## src/rtl/memory_arbiter.sv

```systemverilog
// memory_arbiter: shares one RAM port between the instruction fetch path and
// the data path. Data has priority; a starvation counter forces an
// instruction grant after STARVE_LIMIT back-to-back data completions while
// an instruction fetch is pending. A registered FSM serializes transactions;
// iwait/dwait form the handshake toward each requester.
// Optional feature: define MEM_ARB_WATCHDOG_EN to build a per-grant watchdog
// that aborts a grant after TIMEOUT cycles without ACCESS or ERROR.
module memory_arbiter #(
  parameter int STARVE_LIMIT = 4,
  parameter int TIMEOUT      = 64
) (
  input  logic        CLK,
  input  logic        nRST,
  // instruction requester
  input  logic        iREN,
  input  logic [31:0] iaddr,
  output logic [31:0] iload,
  output logic        iwait,
  // data requester
  input  logic        dREN,
  input  logic        dWEN,
  input  logic [31:0] daddr,
  input  logic [31:0] dstore,
  output logic [31:0] dload,
  output logic        dwait,
  // RAM port
  output logic        ramREN,
  output logic        ramWEN,
  output logic [31:0] ramaddr,
  output logic [31:0] ramstore,
  input  logic [31:0] ramload,
  input  logic [1:0]  ramstate,
  // status
  output logic        err
);

  // FSM encoding
  localparam logic [1:0] IDLE   = 2'd0;
  localparam logic [1:0] DGRANT = 2'd1;
  localparam logic [1:0] IGRANT = 2'd2;

  // RAM status encoding
  localparam logic [1:0] RAM_ACCESS = 2'd2;
  localparam logic [1:0] RAM_ERROR  = 2'd3;

  localparam int SC_W = $clog2(STARVE_LIMIT + 1);
  localparam logic [SC_W-1:0] SLIM = SC_W'(STARVE_LIMIT);

  // Reject degenerate configurations at elaboration time.
  if (STARVE_LIMIT < 1 || TIMEOUT < 1) begin : g_param_chk
    $error("memory_arbiter: STARVE_LIMIT and TIMEOUT must be at least 1");
  end

  logic [1:0]      state_q, state_d;
  logic [SC_W-1:0] starve_q, starve_d;
  logic            err_q, err_d;

  logic d_req;
  logic ram_acc;
  logic ram_err;
  logic in_dgrant;
  logic in_igrant;
  logic in_grant;
  logic d_done;
  logic i_done;
  logic wd_hit;

  assign d_req     = dREN | dWEN;
  assign ram_acc   = (ramstate == RAM_ACCESS);
  assign ram_err   = (ramstate == RAM_ERROR);
  assign in_dgrant = (state_q == DGRANT);
  assign in_igrant = (state_q == IGRANT);
  assign in_grant  = in_dgrant | in_igrant;
  // A completion needs the granted request to still be present; a dropped
  // request in the ACCESS cycle counts as an abort, not a completion.
  assign d_done    = in_dgrant & d_req & ram_acc;
  assign i_done    = in_igrant & iREN & ram_acc;

`ifdef MEM_ARB_WATCHDOG_EN
  localparam int WD_W = $clog2(TIMEOUT + 1);
  localparam logic [WD_W-1:0] TO_LAST = WD_W'(TIMEOUT - 1);

  logic [WD_W-1:0] wd_q, wd_d;
  logic            wd_inc;

  // Count stalled grant cycles; the TIMEOUT-th stalled cycle fires the hit.
  assign wd_inc = in_grant & ~ram_acc & ~ram_err;
  assign wd_hit = wd_inc & (wd_q == TO_LAST);

  // Watchdog next count; zero whenever idle so every grant starts fresh
  always_comb begin
    wd_d = '0;
    if (wd_inc) begin
      wd_d = wd_q + 1'b1;
    end
  end

  // Watchdog counter register
  always_ff @(posedge CLK or negedge nRST) begin
    if (!nRST) begin
      wd_q <= '0;
    end else begin
      wd_q <= wd_d;
    end
  end
`else
  // Without the watchdog a grant waits for ACCESS or ERROR indefinitely.
  assign wd_hit = 1'b0;
`endif

  // Arbitration and grant-termination decisions
  always_comb begin
    state_d = state_q;
    case (state_q)
      IDLE: begin
        if (d_req && (!iREN || (starve_q < SLIM))) begin
          state_d = DGRANT;
        end else if (iREN) begin
          state_d = IGRANT;
        end
      end
      DGRANT: begin
        if (!d_req || ram_acc || ram_err || wd_hit) begin
          state_d = IDLE;
        end
      end
      IGRANT: begin
        if (!iREN || ram_acc || ram_err || wd_hit) begin
          state_d = IDLE;
        end
      end
      default: state_d = IDLE;
    endcase
  end

  // Starvation counter: data completions while a fetch waits, cleared when
  // the fetch is served or withdrawn
  always_comb begin
    starve_d = starve_q;
    if (!iREN) begin
      starve_d = '0;
    end else if (i_done) begin
      starve_d = '0;
    end else if (d_done && (starve_q < SLIM)) begin
      starve_d = starve_q + 1'b1;
    end
  end

  // Sticky error flag: RAM error or watchdog expiry during any grant
  always_comb begin
    err_d = err_q | (in_grant & (ram_err | wd_hit));
  end

  // Control registers
  always_ff @(posedge CLK or negedge nRST) begin
    if (!nRST) begin
      state_q  <= IDLE;
      starve_q <= '0;
      err_q    <= 1'b0;
    end else begin
      state_q  <= state_d;
      starve_q <= starve_d;
      err_q    <= err_d;
    end
  end

  // RAM port mux, handshake waits and read-data passthrough
  always_comb begin
    ramREN   = 1'b0;
    ramWEN   = 1'b0;
    ramaddr  = '0;
    ramstore = '0;
    iwait    = iREN & ~(in_igrant & ram_acc);
    dwait    = d_req & ~(in_dgrant & ram_acc);
    iload    = i_done ? ramload : '0;
    dload    = d_done ? ramload : '0;
    case (state_q)
      DGRANT: begin
        ramWEN   = dWEN;
        ramREN   = dREN & ~dWEN;
        ramaddr  = daddr;
        ramstore = dstore;
      end
      IGRANT: begin
        ramREN  = iREN;
        ramaddr = iaddr;
      end
      default: begin
        ramREN = 1'b0;
      end
    endcase
  end

  assign err = err_q;

endmodule

```

## config.mk

```make
export PLATFORM = sky130hd
export DESIGN_NAME = memory_arbiter
export DESIGN_NICKNAME = d
export VERILOG_FILES = /design/src/rtl/memory_arbiter.sv
export SDC_FILE = /design/constraint.sdc
export NUM_CORES = 1
export LEC_CHECK = 0
export BUFFER_PORTS_ARGS = -buffer_cell sky130_fd_sc_hd__buf_2
export CAP_MARGIN = 20
export CORE_AREA = 3 3 102 104
export DETAILED_ROUTE_END_ITERATION = 8
export DIE_AREA = 0 0 105 107
export MAX_ROUTING_LAYER = met4
export RECOVER_POWER = 100
export SLEW_MARGIN = 20
export SYNTH_ARGS = -nofsm -noshare
export SYNTH_HDL_FRONTEND = slang
export SYNTH_SLANG_ARGS = --single-unit
```

## constraint.sdc

```tcl
create_clock -name CLK -period 4 [get_ports CLK]
set_input_delay 0.4 -clock CLK [delete_from_list [all_inputs] [get_ports CLK]]
set_output_delay 0.4 -clock CLK [all_outputs]
set_load 0.02 [all_outputs]
```

==> results.sh <==
export IMPL_cp_top_family="buffers and inverters"
export IMPL_hpwl_mm=7.29
export IMPL_initial_core_util_pct=16.9
export IMPL_met3_usage_pct=5.12
export IMPL_clockBufferDepth=2
export IMPL_slew_headroom_pct=35.9
export IMPL_port_buffers=267
export IMPL_p_clk_share_pct=7.3
export IMPL_grt_busiest_layer="met2"
export IMPL_fmax_ghz=0.314
export IMPL_pwr_density_cell_nw_per_um2=412
export IMPL_grt_max_degree=38
export IMPL_post_route_util_pct=30.5
export IMPL_dr_pass1_iters=4
export IMPL_synth_compound_area_share_pct=19.2
export IMPL_wire_per_inst_microns=13.8
export IMPL_drv_slew=0
export IMPL_die_w_microns=105
export IMPL_netlist_area_sq_um=1630
export IMPL_pwr_share_comb_pct=86.4
export IMPL_fin_area_sq_um=2940
export IMPL_drc=0
export IMPL_layout_nets=619
export IMPL_drv_cap=0
export IMPL_rows=36
export IMPL_post_route_min_period_ns=3.18
export IMPL_yosys_area_top_type="and2_1"
export IMPL_clock_sinks=6
export IMPL_seq_area_frac_synth_pct=9.22
export IMPL_vias=2498
export IMPL_place_ws_ns=1.52
export IMPL_fin_crit_sh_pct=79.5
export IMPL_syn_inst=226
export IMPL_setup_viol=0
export IMPL_min_path_type="register to register"
export IMPL_grt_pass1_vias=2451
export IMPL_worst_pin_slew_ns=0.962
export IMPL_area_delta_synth_final_pct=80.3
export IMPL_antenna_found_initial=4
export IMPL_finalHoldViolations=0
export IMPL_critPathSlowestCell="ha_1"
export IMPL_gp_congestion=0.858
export IMPL_grtUsageMet1_pct=14.6
export IMPL_synth_mux_area_share_pct=0.615
export IMPL_grt_pass1_wl_mm=12.7
export IMPL_cpPeakStageDelay_ns=0.79
export IMPL_rsz0062_at_grt="no"
export IMPL_first_iter_violations=89
export IMPL_vias_per_cell=4.06
export IMPL_p_seq_share_pct=6.3
export IMPL_overflow=0
export IMPL_root_buffer="clkbuf_8"
export IMPL_yosys_warnings=0
export IMPL_final_common_cell="buf_2"
export IMPL_switchingPower_w=0.000708
export IMPL_io_pins=268
export IMPL_finClkSkew_ns=0.00123
export IMPL_clkLatencyLatePin_ns=0.22
export IMPL_intPower_w=0.000501
export IMPL_die_y_microns=107
export IMPL_met2_usage_pct=26.2
export IMPL_timing_setup_tns_ns=0
export IMPL_cts_setup_buffers=0
export IMPL_multi_input_area_sq_um=1320
export IMPL_path_clk_slew_ns=0.04
export IMPL_setup_ws_ns=0.819
export IMPL_path_cells="inv_1, ha_1, clkbuf_2, a22oi_1, nor2b_1, clkbuf_1"
export IMPL_regArea_sq_um=150
export IMPL_switching_share_pct=58.6
export IMPL_synthDominantCellAreaShare_pct=26.9
export IMPL_final_layout_size_suffix_gt1_share_pct=42.7
export IMPL_worst_path_buf_inv=3
export IMPL_ys_ff_latch=6
export IMPL_synth_top_family_by_area="simple AND/OR/NAND/NOR gates"
export IMPL_ys_top_cells_by_area="and2_1 27%, a22oi_1 15%, and2_2 13%, nor2b_1 12%, dfrtp_1 9.2%"
export IMPL_synth_cell_type_count=28
export IMPL_critPathRequiredTime_ns=3.60
export IMPL_setup_worst_path_start_class="register"
export IMPL_cts_buffers=3
export IMPL_synthSimpleGateAreaFrac_pct=59.1
export IMPL_core_sq_um=9640
export IMPL_wl_mm=8.49
export IMPL_cts_htree_levels=1
export IMPL_final_cell_mix="165 x buf_2, 102 x clkbuf_1, 42 x and2_1"
export IMPL_synth_area_per_cell_sq_um=7.20
export IMPL_die_area_sq_um=11200
export IMPL_ir_drop_uv=211
export IMPL_status="finished, final reports clean"
export IMPL_antenna_left=0
export IMPL_synth_xor_area_share_pct=0.538
export IMPL_power_leakage_nw=1.42
export IMPL_critPathCaptureType="output pin"
export IMPL_fin_total_pwr_w=0.00121
export IMPL_grtUsageTotal_pct=14.2
export IMPL_nFillCells=1135
export IMPL_worstPathArrival_ns=2.78
export IMPL_cp_max_fo=37
export IMPL_crit_type="register to output pin"
export IMPL_synth_fp_nets=365
export IMPL_cts_tree="done"
export IMPL_synthAdderAreaFrac_pct=3.07
export IMPL_place_area_sq_um=3030
-- power by group through the flow --
stage | Combinational, W | Sequential, W | Clock [W]
6_report | 0.00104 | 0.0000757 | 0.0000885
5_1_grt | 0.00114 | 0.0000770 | 0.0000948
4_1_cts | 0.00111 | 0.0000758 | 0.0000931
3_5_place_dp | 0.00111 | 0.0000766 | 0
3_3_place_gp | 0.00109 | 0.0000762 | 0
2_1_floorplan | 0.000753 | 0.0000754 | 0
-- stage by stage --
stage | hold WS [ns] | std cells
floorplan | 0.104 | 226
CTS | 0.465 | 611
finish | 0.465 | 615
detailed placement | 0.234 | 607
global route | 0.475 | 615
global placement | 0.230 | 607
-- worst register-to-register path, cell delays in order (launching register included) --
cell,delay [ns]
dfrtp_1,0.40
inv_1,0.09
ha_1,0.79
nand3b_2,0.20
nor3_1,0.38
mux2i_1,0.25
nor2_1,0.05
-- logic make-up (layout without fill, tap and decap cells) --
group	count (synthesis)	in the layout
AO/OA/AOI/OAI	44	44
XOR/XNOR	1	1
adder cells (fa/ha/maj)	4	4
buffers and inverters	25	277
flip-flops	6	6
multiplexers	1	1
other	0	4
AND/OR/NAND/NOR	145	145
-- cell usage after synthesis, drive strengths merged --
| cell type | n |
|---|---|
| and2 | 98 |
| nor2 | 5 |
| nor3 | 1 |
| a22oi | 32 |
| o21ai | 4 |
| clkbuf | 6 |
| a22o | 1 |
| dfrtp | 6 |
| nand2 | 6 |
| nand3b | 1 |
| mux2i | 1 |
| nor2b | 33 |
| ha | 4 |
| a21oi | 5 |
| and2b | 1 |
| a31o | 1 |
| o22ai | 1 |
| inv | 4 |
| buf | 15 |
| xnor2 | 1 |
-- flip-flops by register name (all words and copies together), names as in the netlist --
name      count
err           1
state_q       2
starve_q      3
-- routing by layer --
| metal | up-vias | wire length [microns] |
|---|---|---|
| li1 | 1251 | - |
| met1 | 1113 | 3240 |
| met2 | 132 | 4390 |
| met3 | 2 | 824 |
| met4 | 0 | 42 |
| met5 | - | 0 |
-- what timing repair did --
action	CTS	global route
hold endpoints to repair	6	0
hold buffers	1	0
gates resized for setup	0	0
-- final timing paths --
path,slack (ns),cells after the start,startpoint,to
worst max-delay path,0.82,6,state_q[1],ramaddr[21]
worst min-delay path,0.46,1,err,err
worst max register to register,1.72,6,state_q[1],starve_q[1]
worst min register to register,0.46,1,err,err
max in group asynchronous,3.15,2,nRST,starve_q[0]
min in group asynchronous,0.60,2,nRST,starve_q[2]
-- area by class of cell --
class	instances	share of cell area [%]
Multi-Input combinational cell	195	45.0
Inverter	4	0.512
Timing Repair Buffer	270	41.9
Tap cell	133	5.67
Clock buffer	3	1.41
Sequential cell	6	5.12
Antenna cell	4	0.341
No activity file was read; power rests on OpenSTA's default activity.
